$ cat config.mk
export PLATFORM = sky130hd
export DESIGN_NAME = keypad_scanner_flat
export DESIGN_NICKNAME = d
export VERILOG_FILES = /design/src/rtl/keypad_pkg.sv /design/src/rtl/keypad_scanner_if.sv /design/src/rtl/keypad_debounce.sv /design/src/rtl/keypad_scanner.sv /design/src/flat_wrapper.sv
export SDC_FILE = /design/constraint.sdc
export NUM_CORES = 1
export LEC_CHECK = 0
export CAP_MARGIN = 25
export CORE_MARGIN = 5
export CORE_UTILIZATION = 60
export CTS_CLUSTER_SIZE = 28
export DETAILED_ROUTE_END_ITERATION = 8
export GPL_ROUTABILITY_DRIVEN = 1
export GPL_TIMING_DRIVEN = 0
export PLACE_DENSITY = 0.83
export REMOVE_ABC_BUFFERS = 1
export SLEW_MARGIN = 40
export SYNTH_ARGS = -nofsm -noshare
export SYNTH_HDL_FRONTEND = slang
export SYNTH_SLANG_ARGS = --single-unit
export TNS_END_PERCENT = 20
$ cat constraint.sdc
create_clock -name clk -period 4.95 [get_ports clk]
set_input_delay 0.99 -clock clk [delete_from_list [all_inputs] [get_ports clk]]
set_output_delay 0.99 -clock clk [all_outputs]
set_load 0.01 [all_outputs]
$ cat src/rtl/keypad_pkg.sv
// Keypad scanner shared types: FSM state encoding, key code constants,
// raw-index-to-code map and lowest-active-row priority pick.
package keypad_pkg;

    localparam int unsigned ROW_W   = 4;
    localparam int unsigned COL_W   = 4;
    localparam int unsigned CODE_W  = 4;
    localparam int unsigned STATE_W = 3;
    localparam int unsigned IDX_W   = 2;

    typedef enum logic [STATE_W-1:0] {
        ST_SCAN     = 3'd0,
        ST_DEBOUNCE = 3'd1,
        ST_HELD     = 3'd2,
        ST_RELEASE  = 3'd3
    } kp_state_e;

    localparam logic [CODE_W-1:0] KEY_ADD = 4'hA;
    localparam logic [CODE_W-1:0] KEY_SUB = 4'hB;
    localparam logic [CODE_W-1:0] KEY_MUL = 4'hC;
    localparam logic [CODE_W-1:0] KEY_DIV = 4'hD;
    localparam logic [CODE_W-1:0] KEY_CLR = 4'hE;
    localparam logic [CODE_W-1:0] KEY_EQ  = 4'hF;

    // Raw index 4*row+col to calculator key code.
    function automatic logic [CODE_W-1:0] key_map(input logic [3:0] raw);
        logic [CODE_W-1:0] code;
        code = '0;
        case (raw)
            4'd0:  code = 4'h1;
            4'd1:  code = 4'h2;
            4'd2:  code = 4'h3;
            4'd3:  code = KEY_ADD;
            4'd4:  code = 4'h4;
            4'd5:  code = 4'h5;
            4'd6:  code = 4'h6;
            4'd7:  code = KEY_SUB;
            4'd8:  code = 4'h7;
            4'd9:  code = 4'h8;
            4'd10: code = 4'h9;
            4'd11: code = KEY_MUL;
            4'd12: code = KEY_CLR;
            4'd13: code = 4'h0;
            4'd14: code = KEY_EQ;
            4'd15: code = KEY_DIV;
        endcase
        return code;
    endfunction

    // Index of the lowest-numbered row reading low (active).
    function automatic logic [IDX_W-1:0] first_low(input logic [ROW_W-1:0] rows);
        logic [IDX_W-1:0] idx;
        idx = '0;
        for (int i = ROW_W - 1; i >= 0; i--) begin
            if (!rows[i]) idx = IDX_W'(i);
        end
        return idx;
    endfunction

endpackage

$ cat src/rtl/keypad_scanner_if.sv
// Key event handshake: scanner (master) offers key_code/key_valid/overrun,
// consumer (slave) returns key_ack.
interface keypad_scanner_if;
    import keypad_pkg::*;

    logic [CODE_W-1:0] key_code;
    logic              key_valid;
    logic              key_ack;
    logic              overrun;

    modport master (output key_code, output key_valid, output overrun, input key_ack);
    modport slave  (input key_code, input key_valid, input overrun, output key_ack);
endinterface

$ cat src/rtl/keypad_debounce.sv
// Consecutive-match counter: restarts on mismatch or clear, flags done on
// the DEBOUNCE_CYCLES-th consecutive matching sample.
module keypad_debounce #(
    parameter int unsigned DEBOUNCE_CYCLES = 20
) (
    input  logic clk,
    input  logic reset,
    input  logic clear_i,
    input  logic match_i,
    output logic done_c
);
    localparam int unsigned CNT_W = 8;

    logic [CNT_W-1:0] cnt_q, cnt_d;

    assign done_c = !clear_i && match_i && (cnt_q == CNT_W'(DEBOUNCE_CYCLES - 1));

    // Count matches; any break, clear or completion starts over.
    always_comb begin
        cnt_d = cnt_q + CNT_W'(1);
        if (clear_i || !match_i || done_c) cnt_d = '0;
    end

    // Counter register.
    always_ff @(posedge clk or posedge reset) begin
        if (reset) cnt_q <= '0;
        else       cnt_q <= cnt_d;
    end
endmodule

$ cat src/rtl/keypad_scanner.sv
// 4x4 matrix keypad scanner: column scan, debounce, press/release tracking
// and a one-deep key event register with overrun flag.
// Optional macro KEYPAD_AUTOREPEAT_EN: repeat a held key after
// 16*DEBOUNCE_CYCLES cycles, then every 4*DEBOUNCE_CYCLES cycles.
module keypad_scanner
    import keypad_pkg::*;
#(
    parameter int unsigned SCAN_DIV        = 4,
    parameter int unsigned DEBOUNCE_CYCLES = 20
) (
    input  logic               clk,
    input  logic               reset,
    input  logic [ROW_W-1:0]   kb_row,
    output logic [COL_W-1:0]   kb_col,
    output logic [STATE_W-1:0] state,
    keypad_scanner_if.master   kbus
);
    localparam int unsigned DIV_W = 8;

    logic [ROW_W-1:0]  sync1_q, sync2_q;
    kp_state_e         state_q, state_d;
    logic [IDX_W-1:0]  col_q, col_d, row_q, row_d;
    logic [DIV_W-1:0]  div_q, div_d;
    logic [COL_W-1:0]  kb_col_q, kb_col_d;
    logic [CODE_W-1:0] code_q, code_d;
    logic              valid_q, valid_d, ovr_q, ovr_d;
    logic              fsm_issue_c, rep_issue_c, issue_c;
    logic              db_clear_c, db_match_c, db_done_c, row_low_c;

    assign row_low_c = ~sync2_q[row_q];
    assign issue_c   = fsm_issue_c | rep_issue_c;

    keypad_debounce #(.DEBOUNCE_CYCLES(DEBOUNCE_CYCLES)) u_debounce (
        .clk     (clk),
        .reset   (reset),
        .clear_i (db_clear_c),
        .match_i (db_match_c),
        .done_c  (db_done_c)
    );

`ifdef KEYPAD_AUTOREPEAT_EN
    localparam int unsigned REP_W = 12;

    logic [REP_W-1:0] rep_q, rep_d, rep_thr_c;
    logic             rep_first_q, rep_first_d;

    assign rep_thr_c = rep_first_q ? REP_W'(16 * DEBOUNCE_CYCLES - 1)
                                   : REP_W'(4 * DEBOUNCE_CYCLES - 1);

    // Hold timer: long first interval after the press, short ones after.
    always_comb begin
        rep_d       = rep_q;
        rep_first_d = rep_first_q;
        rep_issue_c = 1'b0;
        if (state_q != ST_HELD) begin
            rep_d = '0;
            if (state_q == ST_DEBOUNCE) rep_first_d = 1'b1;
        end else if (row_low_c) begin
            if (rep_q == rep_thr_c) begin
                rep_issue_c = 1'b1;
                rep_d       = '0;
                rep_first_d = 1'b0;
            end else begin
                rep_d = rep_q + REP_W'(1);
            end
        end
    end

    // Repeat timer registers.
    always_ff @(posedge clk or posedge reset) begin
        if (reset) begin
            rep_q       <= '0;
            rep_first_q <= 1'b0;
        end else begin
            rep_q       <= rep_d;
            rep_first_q <= rep_first_d;
        end
    end
`else
    assign rep_issue_c = 1'b0;
`endif

    // Scan/debounce FSM next state; column drive follows the next column.
    always_comb begin
        state_d     = state_q;
        col_d       = col_q;
        row_d       = row_q;
        div_d       = div_q;
        fsm_issue_c = 1'b0;
        db_clear_c  = 1'b1;
        db_match_c  = 1'b0;
        case (state_q)
            ST_SCAN: begin
                if (div_q == DIV_W'(SCAN_DIV - 1)) begin
                    div_d = '0;
                    if (|(~sync2_q)) begin
                        row_d   = first_low(sync2_q);
                        state_d = ST_DEBOUNCE;
                    end else begin
                        col_d = col_q + IDX_W'(1);
                    end
                end else begin
                    div_d = div_q + DIV_W'(1);
                end
            end
            ST_DEBOUNCE: begin
                db_clear_c = 1'b0;
                db_match_c = row_low_c;
                if (!row_low_c) begin
                    state_d = ST_SCAN;
                    col_d   = col_q + IDX_W'(1);
                    div_d   = '0;
                end else if (db_done_c) begin
                    fsm_issue_c = 1'b1;
                    state_d     = ST_HELD;
                end
            end
            ST_HELD: begin
                if (!row_low_c) state_d = ST_RELEASE;
            end
            ST_RELEASE: begin
                db_clear_c = 1'b0;
                db_match_c = !row_low_c;
                if (row_low_c) begin
                    state_d = ST_HELD;
                end else if (db_done_c) begin
                    state_d = ST_SCAN;
                    col_d   = '0;
                    div_d   = '0;
                end
            end
            default: state_d = ST_SCAN;
        endcase
        kb_col_d = ~(COL_W'(1) << col_d);
    end

    // Event register: load when free or being acked, else drop and flag.
    always_comb begin
        code_d  = code_q;
        valid_d = valid_q;
        ovr_d   = 1'b0;
        if (issue_c) begin
            if (!valid_q || kbus.key_ack) begin
                code_d  = key_map({row_q, col_q});
                valid_d = 1'b1;
            end else begin
                ovr_d = 1'b1;
            end
        end else if (kbus.key_ack) begin
            valid_d = 1'b0;
        end
    end

    // Synchronizer, FSM and output registers.
    always_ff @(posedge clk or posedge reset) begin
        if (reset) begin
            sync1_q  <= '0;
            sync2_q  <= '0;
            state_q  <= ST_SCAN;
            col_q    <= '0;
            row_q    <= '0;
            div_q    <= '0;
            kb_col_q <= COL_W'(4'b1110);
            code_q   <= '0;
            valid_q  <= 1'b0;
            ovr_q    <= 1'b0;
        end else begin
            sync1_q  <= kb_row;
            sync2_q  <= sync1_q;
            state_q  <= state_d;
            col_q    <= col_d;
            row_q    <= row_d;
            div_q    <= div_d;
            kb_col_q <= kb_col_d;
            code_q   <= code_d;
            valid_q  <= valid_d;
            ovr_q    <= ovr_d;
        end
    end

    assign kb_col         = kb_col_q;
    assign state          = state_q;
    assign kbus.key_code  = code_q;
    assign kbus.key_valid = valid_q;
    assign kbus.overrun   = ovr_q;
endmodule

$ cat src/flat_wrapper.sv
// flat-port wrapper written by rule: the top's interface ports become plain ports
module keypad_scanner_flat import keypad_pkg::*;
#(
    parameter int unsigned SCAN_DIV        = 4,
    parameter int unsigned DEBOUNCE_CYCLES = 20
)
  (clk, reset, kb_row, kb_col, state, kbus_key_code, kbus_key_valid, kbus_overrun, kbus_key_ack);
  keypad_scanner_if kbus_i ();
  input  logic clk;
  input  logic reset;
  input  logic [ROW_W-1:0] kb_row;
  output logic [COL_W-1:0] kb_col;
  output logic [STATE_W-1:0] state;
  output wire logic [$bits(kbus_i.key_code)-1:0] kbus_key_code;
  output wire logic [$bits(kbus_i.key_valid)-1:0] kbus_key_valid;
  output wire logic [$bits(kbus_i.overrun)-1:0] kbus_overrun;
  input wire logic [$bits(kbus_i.key_ack)-1:0] kbus_key_ack;
  assign kbus_key_code = kbus_i.key_code;
  assign kbus_key_valid = kbus_i.key_valid;
  assign kbus_overrun = kbus_i.overrun;
  assign kbus_i.key_ack = kbus_key_ack;
  keypad_scanner #(.SCAN_DIV(SCAN_DIV), .DEBOUNCE_CYCLES(DEBOUNCE_CYCLES)) u_core (.clk(clk), .reset(reset), .kb_row(kb_row), .kb_col(kb_col), .state(state), .kbus(kbus_i));
endmodule
==> summary.txt <==
MIN PATH
----------------------------------------------------------------------------------
Launch point of the worst hold path ................................. u_core.sync1_q[2]
Class of the tightest hold or removal check ......................... flip-flop to flip-flop
WHS Path Cells ......................................................            0
Sink of the worst hold path ......................................... u_core.sync2_q[2]

CRITICAL PATH
----------------------------------------------------------------------------------
Setup slack, reg-to-reg .............................................      2660 ps
Data arrival time of the worst path .................................      1610 ps
Count of cells along the worst register-to-register path ............            4
Worst flop-to-flop path endpoint .................................... u_core.kbus.key_code[0]
Launch point of the worst reg-to-reg path ........................... u_core.row_q[0]
Required time reported for the critical path endpoint ...............      3960 ps
Startpoint-to-endpoint class of the critical path ................... flip-flop to output port
Master of the slowest instance on the critical path ................. sky130_fd_sc_hd__dfrtp_1
Max Fanout on Critical Path .........................................           14
Cells along the critical path ....................................... clkdlybuf4s50_1
Max incr delay on CP ................................................       640 ps
Number of buffers and inverters on the critical path ................            1
Top cell family by delay on the critical path .......................   flip-flops
Crit path launch type ...............................................    flip-flop
Endpoint class of the critical path .................................  output port

GLOBAL ROUTING
----------------------------------------------------------------------------------
Largest net degree at the start of global routing ...................           41
Antenna violations before repair ....................................            0
Gr ovfl total .......................................................            0
Total Routing Usage GR ..............................................        19.5%
First-pass GRT wire length ..........................................      6560 um
Number of global-route vias before repair ...........................        1,450

TIMING
----------------------------------------------------------------------------------
Setup skew after layout .............................................      11.5 ps
Min Clock Period, post-route ........................................      2600 ps
TNS Setup ...........................................................         0 ps
Share of the cycle needed by the critical path after routing ........        52.6%
Peak clock frequency supported by timing ............................      384 MHz
Final Setup Violations ..............................................            0
Final max-slew violation count ......................................            0
Worst Max-Slew Pin Slew .............................................       671 ps
RSZ-0062 raised after global routing ................................        false
Slew headroom .......................................................        55.2%
Count of final hold-check violations ................................            0

ROUTING
----------------------------------------------------------------------------------
1st-iter DRT viols ..................................................           96
Met3 Routed Length ..................................................       130 um
Total number of vias ................................................        1,455
Average detailed-routed wire length per instance ....................      14.3 um
Top metal layer carrying routed signals .............................         met4
DR WL met2 ..........................................................      1830 um
Count of antenna-violating nets left after detailed routing .........            0
Detailed-route wire length on metal 1 ...............................      1580 um
First-pass iteration count of the detailed router ...................            4
Routed WL ...........................................................      3610 um
DRC .................................................................            0
Average vias per placed instance ....................................         5.75

LOGIC SYNTHESIS
----------------------------------------------------------------------------------
Multiplexer share of the synthesized area ...........................        8.23%
XOR/XNOR Fraction of Synth Area .....................................        3.10%
Yosys warning total .................................................            0
Fraction of the mapped netlist area in simple logic gates ...........        18.6%
Async set-reset flop share out of synthesis .........................         100%
Sequential cell area fraction in the yosys report ...................        50.9%
Complex-gate fraction of the synthesized area .......................        12.3%
Main flop type after synthesis ...................................... sky130_fd_sc_hd__dfrtp_1
Adder-Cell Fraction of Synth Area ...................................        3.80%
Number of enable flip-flop cells after synthesis ....................            0
Post-synthesis cell area ............................................  0.00198 mm2
Main combinational cell family by area after synthesis .............. simple AND/OR/NAND/NOR gates
Post-Syn Area per Cell ..............................................     10.5 um2
Cells after Synth ...................................................          188
Unique masters post-synth ...........................................           48
Synthesized flop and latch total ....................................           40

CLOCKING
----------------------------------------------------------------------------------
Sinks on Clock Net ..................................................           40
Hold-fix buffers at CTS .............................................            0
Buffer levels on the longest clock path .............................            2
Clk slew on worst S/H paths .........................................       110 ps
H-tree levels .......................................................            2
Clock tree from TritonCTS ...........................................          yes
Clock insertion delay at the later pin of the skew report ...........       350 ps
Cts repair resizes ..................................................            0
Root cell of the clock tree ......................................... sky130_fd_sc_hd__clkbuf_4
Total CTS buffers ...................................................            5
Post-CTS setup repair buffer count ..................................            0

POWER AND IR DROP
----------------------------------------------------------------------------------
Proportion of power drawn by combinational gates ....................        37.1%
Clock network fraction of total power ...............................        16.3%
Switching power share of the total ..................................        36.6%
Power share of the sequential group .................................        46.6%
Sw power ............................................................     0.359 mW
Power density over cell area ........................................   436 mW/mm2
Total Power Consumption .............................................     0.982 mW
Leakage power summed over all cells .................................     0.991 nW
Maximum resistive drop on vdd .......................................   0.000260 V
Int Power ...........................................................     0.623 mW

CELLS AND AREA
----------------------------------------------------------------------------------
Commonest non-fill, non-tap cell in the layout ...................... sky130_fd_sc_hd__dfrtp_1
Area growth, synth to finish ........................................        13.9%
FF/Latch Area .......................................................  0.00100 mm2
Most used cells in the layout excluding fill and tap cells .......... sky130_fd_sc_hd__dfrtp_1, sky130_fd_sc_hd__clkdlybuf4s50_1, sky130_fd_sc_hd__nor2_1
Share of the core filled with cells in the final layout .............        72.5%
Combined area of the multi-input logic cells ........................      918 um2
Share of final-layout standard cells stronger than drive strength 1 .        13.9%
Layout net count ....................................................          221
Filler cells ........................................................          257
Diodes inserted .....................................................            0

RUN STATUS
----------------------------------------------------------------------------------
Run status .......................................................... finished clean

PLACEMENT
----------------------------------------------------------------------------------
Number of port buffers ..............................................           18
RD Place Congestion .................................................        0.783
Post-DP HPWL ........................................................      2600 um

DIE
----------------------------------------------------------------------------------
Chip Width ..........................................................      67.4 um
Site Rows ...........................................................           20
I/O pin total .......................................................           20
Core region area ....................................................  0.00310 mm2
Die H ...............................................................      67.4 um
Starting utilization of the core area ...............................        63.7%
Die ar. .............................................................  0.00454 mm2

RUN
----------------------------------------------------------------------------------
Max-cap violations ..................................................            0

layer usage:
metal / GRT usage (%) / up-vias
met5: 0 / -
met4: 8.61 / 0
met3: 5.49 / 7
met2: 33.5 / 27
met1: 22.5 / 711
li1: - / 710
sequential cells by signal (all words and copies together), names as in the netlist, 2 cells and up, named ones only:
signal,cells
u_core.col_q,2
u_core.kbus.key_code,4
u_core.div_q,8
u_core.kb_col,4
u_core.row_q,2
u_core.u_debounce.cnt_q,8
u_core.sync2_q,4
u_core.sync1_q,4
power groups by stage:
stage	combinational [mW]	clock [mW]	sequential (mW)
floorplan	0.260	0	0.455
global placement	0.340	0	0.458
detailed placement	0.363	0	0.463
CTS	0.365	0.167	0.458
global route	0.414	0.186	0.472
finish	0.364	0.160	0.458
cell families (layout without fill, tap and decap cells):
kind of cell	count (synthesis)	after routing
AOI/OAI and AO/OA	38	38
buffers and inverters	14	35
and+or+nand+nor	69	69
adders and majority gates	6	6
other	1	1
DFF	40	40
muxes	13	13
xor gates and xnor gates	7	7
cells in the mapped netlist (2+ instances only):
cell type / number / share of area, %
sky130_fd_sc_hd__a31oi_1: 2 / 0.63
sky130_fd_sc_hd__clkbuf_1: 2 / 0.38
sky130_fd_sc_hd__nor2_1: 17 / 3.2
sky130_fd_sc_hd__xor2_1: 5 / 2.2
sky130_fd_sc_hd__nor3_1: 3 / 0.76
sky130_fd_sc_hd__mux2_2: 6 / 3.4
sky130_fd_sc_hd__nand4b_1: 2 / 0.89
sky130_fd_sc_hd__a21oi_1: 6 / 1.5
sky130_fd_sc_hd__o22ai_1: 2 / 0.63
sky130_fd_sc_hd__nand3_1: 10 / 2.5
sky130_fd_sc_hd__mux4_2: 2 / 2.3
sky130_fd_sc_hd__and3_1: 4 / 1.3
sky130_fd_sc_hd__nand4_1: 3 / 0.95
sky130_fd_sc_hd__or4_4: 2 / 1.1
sky130_fd_sc_hd__o21ai_0: 16 / 4.1
sky130_fd_sc_hd__dfstp_2: 3 / 4.0
sky130_fd_sc_hd__xnor2_1: 2 / 0.89
sky130_fd_sc_hd__mux2i_1: 5 / 2.5
sky130_fd_sc_hd__inv_1: 9 / 1.7
sky130_fd_sc_hd__nand2b_1: 7 / 2.2
sky130_fd_sc_hd__nand2_1: 11 / 2.1
sky130_fd_sc_hd__ha_1: 6 / 3.8
sky130_fd_sc_hd__o31ai_1: 2 / 0.76
sky130_fd_sc_hd__dfrtp_1: 37 / 47
worst max path at each step:
stage                    start                 endpoint  slack (ps)  cells after the start
2_1_floorplan  u_core.div_q[3]         u_core.kb_col[2]        2850                      4
3_3_place_gp             reset         u_core.kb_col[0]        2320                      2
3_5_place_dp   u_core.row_q[0]  u_core.kbus.key_code[0]        2670                      4
4_1_cts              flip-flop                 state[1]        2320                      1
5_1_grt              flip-flop                 state[1]        2240                      1
6_report       u_core.state[0]                 state[0]        2350                      1
stage by stage:
step | std cells | area [um2] | hold WS (ps) | setup slack (ps)
3_5_place_dp | 245 | 2190 | 335 | 2670
5_1_grt | 253 | 2250 | 389 | 2240
4_1_cts | 253 | 2240 | 365 | 2320
6_report | 253 | 2250 | 359 | 2350
3_3_place_gp | 245 | 2190 | 334 | 2320
2_1_floorplan | 183 | 1950 | 331 | 2850
cell type report:
class / instances / area share, %
inverter: 9 / 1.56
clock buffer: 5 / 1.67
multi-input combinational: 134 / 40.8
clock inverter: 3 / 0.834
tap: 44 / 2.45
timing repair buffer: 18 / 8.01
sequential: 40 / 44.7
Note: power is estimated with default switching activity, not from simulation.
